File: config.mk
export PLATFORM = sky130hd
export DESIGN_NAME = pr_stats_rate
export DESIGN_NICKNAME = d
export VERILOG_FILES = /design/src/rtl/pr_stats_rate.sv
export SDC_FILE = /design/constraint.sdc
export NUM_CORES = 2
export LEC_CHECK = 0
export CAP_MARGIN = 20
export CORE_MARGIN = 5
export CORE_UTILIZATION = 60
export DETAILED_ROUTE_END_ITERATION = 6
export PLACE_DENSITY = 0.8
export SYNTH_ARGS = -nofsm -noshare
export SYNTH_HDL_FRONTEND = slang
export SYNTH_SLANG_ARGS = --single-unit
export TNS_END_PERCENT = 20
File: constraint.sdc
create_clock -name aclk -period 5.75 [get_ports aclk]
set_clock_uncertainty 0.05 [all_clocks]
set_input_delay 0.575 -clock aclk [delete_from_list [all_inputs] [get_ports aclk]]
set_output_delay 0.575 -clock aclk [all_outputs]
set_load 0.02 [all_outputs]
File: src/rtl/pr_stats_rate.sv
// pr_stats_rate: samples six cumulative DMA event counters once per interval,
// keeps snapshot and per-interval delta registers plus an epoch count, and
// serves them through a one-deep valid/ready register-read port.
// Optional feature macro: PR_STATS_RATE_PEAK_EN adds per-counter peak-delta
// registers readable at addresses 16..21.
module pr_stats_rate #(
  parameter int unsigned INTERVAL_CYCLES = 250000000,
  parameter int unsigned TMR_BITS        = 32
) (
  input  logic         aclk,
  input  logic         aresetn,
  input  logic [191:0] xdma_stats,
  input  logic         ctrl_clear,
  input  logic         ctrl_freeze,
  input  logic         rd_req_valid,
  output logic         rd_req_ready,
  input  logic [4:0]   rd_req_addr,
  output logic         rd_rsp_valid,
  input  logic         rd_rsp_ready,
  output logic [31:0]  rd_rsp_data,
  output logic         tick
);

  localparam logic [TMR_BITS-1:0] TMR_LAST = TMR_BITS'(INTERVAL_CYCLES - 1);

  typedef enum logic {
    RD_IDLE = 1'b0,
    RD_RSP  = 1'b1
  } rd_state_t;

  logic [TMR_BITS-1:0] r_timer;
  logic [31:0]         r_prev  [6];
  logic [31:0]         r_snap  [6];
  logic [31:0]         r_delta [6];
  logic [31:0]         r_epoch;
  logic                r_overrun;
  logic                r_tick;
  logic [31:0]         r_rsp_data;
  rd_state_t           r_state;
  rd_state_t           w_state_next;

  logic [31:0]         w_cnt   [6];
  logic [31:0]         w_delta [6];
  logic                w_big;
  logic                w_sample;
  logic                w_commit;
  logic                w_accept;
  logic [2:0]          w_idx;
  logic [31:0]         w_rd_data;

`ifdef PR_STATS_RATE_PEAK_EN
  logic [31:0]         r_peak [6];
`endif

  // c0 is the first struct field, so it occupies the most significant word.
  // Deltas are plain 32-bit subtraction, so counter wrap needs no handling.
  genvar g;
  for (g = 0; g < 6; g++) begin : g_cnt
    assign w_cnt[g]   = xdma_stats[191-32*g -: 32];
    assign w_delta[g] = w_cnt[g] - r_prev[g];
  end

  assign w_sample     = (r_timer == TMR_LAST);
  assign w_commit     = w_sample & ~ctrl_freeze & ~ctrl_clear;
  assign rd_rsp_valid = (r_state == RD_RSP);
  assign rd_req_ready = ~rd_rsp_valid | rd_rsp_ready;
  assign w_accept     = rd_req_valid & rd_req_ready;
  assign w_idx        = rd_req_addr[2:0];
  assign rd_rsp_data  = r_rsp_data;
  assign tick         = r_tick;

  // Any delta above 0x7FFFFFFF has bit 31 set.
  always_comb begin
    w_big = 1'b0;
    for (int i = 0; i < 6; i++) begin
      w_big = w_big | w_delta[i][31];
    end
  end

  // Interval timer: wraps at terminal count, restarted by clear.
  always_ff @(posedge aclk or negedge aresetn) begin
    if (!aresetn) begin
      r_timer <= '0;
    end else if (ctrl_clear || w_sample) begin
      r_timer <= '0;
    end else begin
      r_timer <= r_timer + TMR_BITS'(1);
    end
  end

  // Baseline for delta computation: follows each commit or a clear.
  always_ff @(posedge aclk or negedge aresetn) begin
    if (!aresetn) begin
      for (int i = 0; i < 6; i++) r_prev[i] <= '0;
    end else if (ctrl_clear || w_commit) begin
      for (int i = 0; i < 6; i++) r_prev[i] <= w_cnt[i];
    end
  end

  // Snapshot, delta and epoch commit together on an unfrozen sample cycle.
  always_ff @(posedge aclk or negedge aresetn) begin
    if (!aresetn) begin
      for (int i = 0; i < 6; i++) begin
        r_snap[i]  <= '0;
        r_delta[i] <= '0;
      end
      r_epoch <= '0;
    end else if (w_commit) begin
      for (int i = 0; i < 6; i++) begin
        r_snap[i]  <= w_cnt[i];
        r_delta[i] <= w_delta[i];
      end
      r_epoch <= r_epoch + 32'd1;
    end
  end

  // One-cycle pulse marking the edge a new snapshot lands.
  always_ff @(posedge aclk or negedge aresetn) begin
    if (!aresetn) begin
      r_tick <= 1'b0;
    end else begin
      r_tick <= w_commit;
    end
  end

  // Sticky overrun: any committed delta with bit 31 set; only clear resets it.
  always_ff @(posedge aclk or negedge aresetn) begin
    if (!aresetn) begin
      r_overrun <= 1'b0;
    end else if (ctrl_clear) begin
      r_overrun <= 1'b0;
    end else if (w_commit && w_big) begin
      r_overrun <= 1'b1;
    end
  end

`ifdef PR_STATS_RATE_PEAK_EN
  // Running maximum of each counter's committed delta.
  always_ff @(posedge aclk or negedge aresetn) begin
    if (!aresetn) begin
      for (int i = 0; i < 6; i++) r_peak[i] <= '0;
    end else if (ctrl_clear) begin
      for (int i = 0; i < 6; i++) r_peak[i] <= '0;
    end else if (w_commit) begin
      for (int i = 0; i < 6; i++) begin
        if (w_delta[i] > r_peak[i]) r_peak[i] <= w_delta[i];
      end
    end
  end
`endif

  // Register-read decode from current (pre-update) register values.
  always_comb begin
    w_rd_data = '0;
    if (rd_req_addr <= 5'd5) begin
      w_rd_data = r_snap[w_idx];
    end else if (rd_req_addr >= 5'd8 && rd_req_addr <= 5'd13) begin
      w_rd_data = r_delta[w_idx];
    end else if (rd_req_addr == 5'd14) begin
      w_rd_data = r_epoch;
    end else if (rd_req_addr == 5'd15) begin
      w_rd_data = {29'b0, r_overrun, ctrl_freeze, 1'b1};
`ifdef PR_STATS_RATE_PEAK_EN
    end else if (rd_req_addr >= 5'd16 && rd_req_addr <= 5'd21) begin
      w_rd_data = r_peak[w_idx];
`endif
    end
  end

  // Read FSM state register.
  always_ff @(posedge aclk or negedge aresetn) begin
    if (!aresetn) begin
      r_state <= RD_IDLE;
    end else begin
      r_state <= w_state_next;
    end
  end

  // Read FSM next state: stay in RSP while stalled or while reads stream.
  always_comb begin
    w_state_next = r_state;
    case (r_state)
      RD_IDLE: if (w_accept) w_state_next = RD_RSP;
      RD_RSP: begin
        if (w_accept)          w_state_next = RD_RSP;
        else if (rd_rsp_ready) w_state_next = RD_IDLE;
      end
      default: w_state_next = RD_IDLE;
    endcase
  end

  // Response data loads only on accept, so it holds during a stall.
  always_ff @(posedge aclk or negedge aresetn) begin
    if (!aresetn) begin
      r_rsp_data <= '0;
    end else if (w_accept) begin
      r_rsp_data <= w_rd_data;
    end
  end

endmodule

Word-level counts from Yosys, hierarchy flattened
Index checks and enable logic that the tools add are counted.
{"block": "word_totals", "reg_bits": 675, "input_bits": 203, "out_inout_bits": 35, "wordCells": 74}
{"block": "op_classes", "add_sub_neg": 8, "order_cmp": 4, "eq_ne": 3, "muxes": 17, "bitwise": 13, "n_reduce_logical": 5}
{"operator": "$mux W32", "n": 8}
{"operator": "$bmux W32 S3", "n": 2}
{"operator": "$sub A32 B32 Y32", "n": 6}
{"operator": "$add A32 B1 Y32 const B", "n": 2}
{"operator": "$eq A32 B28 Y1 const B", "n": 1}
{"operator": "$eq A5 B4 Y1 const B", "n": 2}
{"operator": "$or A1 B1 Y1", "n": 6}
{"operator": "$ge A5 B4 Y1 const B", "n": 1}
{"operator": "$le A5 B3 Y1 const B", "n": 1}
{"operator": "$le A5 B4 Y1 const B", "n": 1}
{"operator": "$mux W1", "n": 5}
{"operator": "$ge A4 B4 Y1 const B", "n": 1}
{"operator": "$not A3 Y4", "n": 1}
{"operator": "$and A1 B1 Y1", "n": 3}
{"operator": "$mux W3", "n": 1}
{"operator": "$not A1 Y1", "n": 3}
{"operator": "$logic_and A1 B1 Y1", "n": 2}
{"operator": "$logic_or A1 B1 Y1", "n": 2}
{"operator": "$pmux W1 S2", "n": 1}
{"operator": "$reduce_bool A2 Y1", "n": 1}

Logic depth before layout (Yosys ltp)
{"block": "logic_depth", "word_depth": 9, "ltp_mapped": 13}

Worst setup path after synthesis
No wires, ideal clock.
{"block": "synth_timing", "kind": "input to register", "from": "in xdma_stats[64]", "to": "reg r_delta[94] in the netlist's numbering", "arrival_ns": 2.909, "setup_slack_ns": 2.709, "cell_stages": 13, "path_buffers": 0, "path_cell_list": "inv_1 ha_1 fa_1 nand2b_1 a21oi_1 o31a_1 nor2_1 o21ai_0 a31oi_1 o221ai_1 o21ai_0 xor2_1 o21ai_0"}
{"block": "synth_via", "elab_chain_cells": 1}
{"element": "start: declaration", "line": "12", "source": "input logic [191:0] xdma_stats,"}
{"element": "$sub A32 B32 Y32", "line": "60", "source": "assign w_delta[g] = w_cnt[g] - r_prev[g];"}
{"element": "end signal: indexed assignment", "line": "111", "source": "r_delta[i] <= w_delta[i];"}
{"element": "end: declaration", "line": "34", "source": "logic [31:0] r_delta [6];"}
No other way between the ends.
A chain may end at the register's enable or synchronous reset.

Final worst setup path
{"block": "layout_timing", "from": "reg r_timer[19]", "to": "reg r_snap[135] in the netlist's numbering"}
{"block": "layout_via", "elab_chain_cells": 3}
{"element": "start: declaration", "line": "31", "source": "logic [TMR_BITS-1:0] r_timer;"}
{"element": "start signal: assignment", "line": "87", "source": "r_timer <= r_timer + TMR_BITS'(1);"}
{"element": "$eq A32 B28 Y1", "line": "63", "source": "assign w_sample = (r_timer == TMR_LAST);"}
{"element": "$and A1 B1 Y1 (2 in series)", "line": "64", "source": "assign w_commit = w_sample & ~ctrl_freeze & ~ctrl_clear;"}
{"element": "end signal: indexed assignment", "line": "110", "source": "r_snap[i] <= w_cnt[i];"}
{"element": "end: declaration", "line": "33", "source": "logic [31:0] r_snap [6];"}
No other way between the ends.

==> flow_summary.html <==
<table>
<tr><th>Metric</th><th>Value</th></tr>
<tr><th colspan="2">Place</th></tr>
<tr><td>Estimated wirelength of the detail-placed design</td><td>87.2 mm</td></tr>
<tr><td>Number of buffers inserted by port buffering</td><td>237</td></tr>
<tr><td>Gp weighted congestion</td><td>about 1.0</td></tr>
<tr><th colspan="2">Worst setup path</th></tr>
<tr><td>Reg2Reg Depth</td><td>9</td></tr>
<tr><td>Critical register-to-register path startpoint</td><td>r_timer[19]</td></tr>
<tr><td>Critical setup path kind</td><td>register to register</td></tr>
<tr><td>Slack of the worst reg-to-reg path</td><td>approximately 1900 ps</td></tr>
<tr><td>Endpoint class of the critical path</td><td>register</td></tr>
<tr><td>Required arrival time at the worst endpoint</td><td>6240 ps</td></tr>
<tr><td>Arrival time at the worst endpoint</td><td>between 4000 and 5000 ps</td></tr>
<tr><td>End of the worst register-to-register path</td><td>r_snap[135]</td></tr>
<tr><td>Startpoint Class</td><td>register</td></tr>
<tr><td>Critical path fanouts, max</td><td>between 60 and 70</td></tr>
<tr><th colspan="2">Status</th></tr>
<tr><td>Outcome</td><td>complete, but fails checks</td></tr>
<tr><td>Failing checks</td><td>DRC</td></tr>
<tr><th colspan="2">Timing</th></tr>
<tr><td>Worst Tran Pin Value</td><td>between 1000 and 1500 ps</td></tr>
<tr><td>Slew HR</td><td>between 20 and 30%</td></tr>
<tr><td>Fin. max-slew vios</td><td>0</td></tr>
<tr><td>Final critical-path share of the clock period</td><td>between 60% and 70%</td></tr>
<tr><td>Total negative slack for setup checks</td><td>0 ps</td></tr>
<tr><td>Post-layout min period</td><td>~3800 ps</td></tr>
<tr><td>Unrepaired setup endpoints after global routing</td><td>false</td></tr>
<tr><td>Final setup fails</td><td>0</td></tr>
<tr><td>Maximum operating frequency</td><td>261 MHz</td></tr>
<tr><td>Final-layout worst hold slack</td><td>about 410 ps</td></tr>
<tr><td>Final Hold Violating Endpoints</td><td>0</td></tr>
<tr><th colspan="2">Global routing</th></tr>
<tr><td>Global-route wire length before repair</td><td>177 mm</td></tr>
<tr><td>Antenna violations before repair</td><td>6</td></tr>
<tr><td>Via count of the first global-routing pass</td><td>around 30000</td></tr>
<tr><td>Global router's overall resource usage</td><td>about 34%</td></tr>
<tr><td>GR met2 Demand/Resource</td><td>roughly half</td></tr>
<tr><td>Busiest layer in global routing</td><td>met2</td></tr>
<tr><td>Largest net degree at the start of global routing</td><td>230</td></tr>
<tr><td>M1 GR Usage</td><td>between 40 and 50%</td></tr>
<tr><td>Overflow left after global routing</td><td>0</td></tr>
<tr><td>GR met3 Demand/Resource</td><td>under 10%</td></tr>
<tr><th colspan="2">Clock network</th></tr>
<tr><td>Clock-pin slew on the worst setup and hold paths</td><td>60 ps</td></tr>
<tr><td>Depth of the CTS H-tree</td><td>3</td></tr>
<tr><td>Clock network latency to the later pin of the worst-skew pair</td><td>620 ps</td></tr>
<tr><td>Setup repair bufs after CTS</td><td>0</td></tr>
<tr><td>Post-CTS Hold Fix Bufs</td><td>1</td></tr>
<tr><td>CTS tree</td><td>yes</td></tr>
<tr><td>Number of buffers on the longest clock path</td><td>3</td></tr>
<tr><td>CTS Root Cell</td><td>sky130_fd_sc_hd__clkbuf_16</td></tr>
<tr><td>Number of clock sinks seen by CTS</td><td>around 680</td></tr>
<tr><td>Total CTS buffers</td><td>75</td></tr>
<tr><td>Cells resized by post-CTS repair</td><td>0</td></tr>
<tr><th colspan="2">Power</th></tr>
<tr><td>P_leak</td><td>20.9 nW</td></tr>
<tr><td>Total power density per cell area</td><td>between 200 and 300 nW/um2</td></tr>
<tr><td>Total power</td><td>between 10 and 15 mW</td></tr>
<tr><td>Peak supply drop</td><td>around 210 uV</td></tr>
<tr><th colspan="2">Detailed routing</th></tr>
<tr><td>Final Routed Wirelength</td><td>117 mm</td></tr>
<tr><td>Number of routed nets with antenna violations</td><td>0</td></tr>
<tr><td>Final routed wire length divided by cell count</td><td>around 22 um</td></tr>
<tr><td>Number of search-and-repair iterations in the first detailed-routing pass</td><td>7</td></tr>
<tr><td>Post-route DRC violation count</td><td>1</td></tr>
<tr><td>Vias after detailed routing</td><td>approximately 32000</td></tr>
<tr><td>Drt first-iter violations</td><td>around 3400</td></tr>
<tr><td>Vias per cell</td><td>between 6 and 7</td></tr>
<tr><th colspan="2">Die</th></tr>
<tr><td>Core area</td><td>approximately 63000 um2</td></tr>
<tr><td>Number of placement rows</td><td>92</td></tr>
<tr><td>Number of ports placed on the die boundary</td><td>about 240</td></tr>
<tr><td>Die X</td><td>261 um</td></tr>
<tr><td>Die height</td><td>around 260 um</td></tr>
<tr><td>Overall die area</td><td>about 68000 um2</td></tr>
<tr><td>Initial Utilization</td><td>around three fifths</td></tr>
<tr><th colspan="2">Min path</th></tr>
<tr><td>Min-Delay Endpoint</td><td>r_timer[0]</td></tr>
<tr><td>Worst min-delay path category</td><td>register to register</td></tr>
<tr><td>Cells on Worst Hold Path</td><td>1</td></tr>
<tr><td>Launch point of the worst hold path</td><td>r_timer[0]</td></tr>
<tr><th colspan="2">Synth</th></tr>
<tr><td>Most frequently used flop master after synthesis</td><td>sky130_fd_sc_hd__dfrtp_1</td></tr>
<tr><td>Number of flops mapped to enable cells by yosys</td><td>0</td></tr>
<tr><td>Yosys top cell area share</td><td>around 45%</td></tr>
<tr><td>Top cells by area, synth</td><td>sky130_fd_sc_hd__dfrtp_1 (45%), sky130_fd_sc_hd__nand2_1 (10%), sky130_fd_sc_hd__ha_1 (6.2%), sky130_fd_sc_hd__o21ai_0 (5.9%), sky130_fd_sc_hd__mux4_2 (3.9%)</td></tr>
<tr><td>Post-synth top area cell</td><td>sky130_fd_sc_hd__dfrtp_1</td></tr>
<tr><td>Netlist area before placement</td><td>between 30000 and 40000 um2</td></tr>
<tr><td>Synthesis-stage register bit count</td><td>just under 700</td></tr>
<tr><td>Share of flip-flops with an asynchronous set or reset after synthesis</td><td>100%</td></tr>
<tr><td>Synth cell types</td><td>83</td></tr>
<tr><td>Count of warnings emitted by yosys</td><td>0</td></tr>
<tr><td>Post-synthesis instance total</td><td>4243</td></tr>
<tr><td>Sequential cell area fraction in the yosys report</td><td>approximately 45%</td></tr>
<tr><td>Post-synthesis net count</td><td>between 4000 and 5000</td></tr>
<tr><td>Average footprint of a synthesized cell</td><td>roughly 8.9 um2</td></tr>
<tr><th colspan="2">Cells and area</th></tr>
<tr><td>Leading cell types in the layout, fill and taps excluded</td><td>sky130_fd_sc_hd__nand2_1 (1058), sky130_fd_sc_hd__dfrtp_1 (675), sky130_fd_sc_hd__o21ai_0 (445)</td></tr>
<tr><td>Fin util</td><td>69.2%</td></tr>
<tr><td>Commonest non-fill, non-tap cell in the layout</td><td>sky130_fd_sc_hd__nand2_1</td></tr>
<tr><td>Nets@finish</td><td>between 4000 and 5000</td></tr>
<tr><td>Synthesis-to-finish area growth</td><td>14.9%</td></tr>
<tr><td>Fraction of final layout cells with drive strength greater than 1</td><td>between 6 and 7%</td></tr>
<tr><th colspan="2">Job</th></tr>
<tr><td>Maximum Capacitance Violations</td><td>0</td></tr>
</table>
-- registers in the layout, summed over array words and instances (netlist names), 32 cells and up --
signal,cells
rd_rsp_data,32
r_prev,192
r_timer,32
r_snap,192
r_epoch,32
r_delta,192
-- worst max-delay path by stage --
stage / from / end / depth (start not counted)
final: r_timer[19] / r_snap[135] / 9
after global routing: r_timer[19] / r_epoch[31] / 11
after CTS: r_timer[19] / r_delta[176] / 8
after detailed placement: xdma_stats[0] / r_delta[30] / 14
after global placement: xdma_stats[160] / r_delta[176] / 14
after floorplan: xdma_stats[64] / r_delta[94] / 13
-- worst max-delay path, cell delays in order (launching register included) --
cell and delay (ps):
sky130_fd_sc_hd__dfrtp_1 420, sky130_fd_sc_hd__nand4bb_1 210, sky130_fd_sc_hd__nor4_1 230, sky130_fd_sc_hd__nand4b_1 250, sky130_fd_sc_hd__nor4b_4 440, sky130_fd_sc_hd__nand2b_4 470
sky130_fd_sc_hd__inv_6 550, sky130_fd_sc_hd__buf_4 630, sky130_fd_sc_hd__nand2_1 310, sky130_fd_sc_hd__nand2_1 120
-- cells by family after synthesis --
group                    Yosys count  share of synthesized area (%)
AO/OA/AOI/OAI                   1019                           15.9
XOR/XNOR                         207                           4.79
adder cells (fa/ha/maj)          194                           6.53
buffers and inverters            481                           4.87
flip-flops                       675                           44.6
multiplexers                     154                           6.30
AND/OR/NAND/NOR                 1513                           17.0
-- metrics by stage --
step	instances	setup WS [ps]	area, um2
6_report	5310	1910	43500
4_1_cts	5305	1920	43500
3_5_place_dp	5168	1530	40900
2_1_floorplan	4243	2710	37900
3_3_place_gp	5168	1560	40900
5_1_grt	5307	1650	43500
-- synth_stat cells, types with 24 or more instances --
master,instances
sky130_fd_sc_hd__mux2i_1,74
sky130_fd_sc_hd__a22oi_1,27
sky130_fd_sc_hd__nand2b_1,44
sky130_fd_sc_hd__inv_1,287
sky130_fd_sc_hd__xor2_1,105
sky130_fd_sc_hd__a21o_1,82
sky130_fd_sc_hd__a21oi_1,209
sky130_fd_sc_hd__nor2b_1,28
sky130_fd_sc_hd__nor2_1,166
sky130_fd_sc_hd__o31ai_1,26
sky130_fd_sc_hd__o21ai_0,445
sky130_fd_sc_hd__ha_1,188
sky130_fd_sc_hd__buf_2,31
sky130_fd_sc_hd__clkbuf_1,151
sky130_fd_sc_hd__o21a_1,25
sky130_fd_sc_hd__nand3_1,57
sky130_fd_sc_hd__dfrtp_1,675
sky130_fd_sc_hd__o22ai_1,56
sky130_fd_sc_hd__mux4_2,66
sky130_fd_sc_hd__xnor2_1,102
sky130_fd_sc_hd__and3_1,24
sky130_fd_sc_hd__nor3_1,33
sky130_fd_sc_hd__nand2_1,1058
-- cell type report --
class / instances / area, um2
flip-flops and latches: 675 / 16900
inverters: 289 / 1090
clock buffers: 115 / 2360
clock inverters: 21 / 178
well taps: 846 / 1060
diodes: 4 / 10.0
fillers: 4949 / 19400
repair buffers: 273 / 2760
multi-input cells: 3087 / 19100
-- routing by layer --
layer / wire length, um / vias to the layer above / share of wire, %
met4: 9090 / 4 / 7.8
met3: 11200 / 317 / 9.6
met5: 27 / - / 0.023
li1: - / 14760 / -
met2: 51400 / 1474 / 44
met1: 45000 / 15367 / 39
-- report_power, final --
part | switching [mW] | internal (mW)
combinational | 1.40 | 0.935
clock | 2.00 | 2.93
sequential | 0.0567 | 4.90
Power figures use the tool's default switching activity.
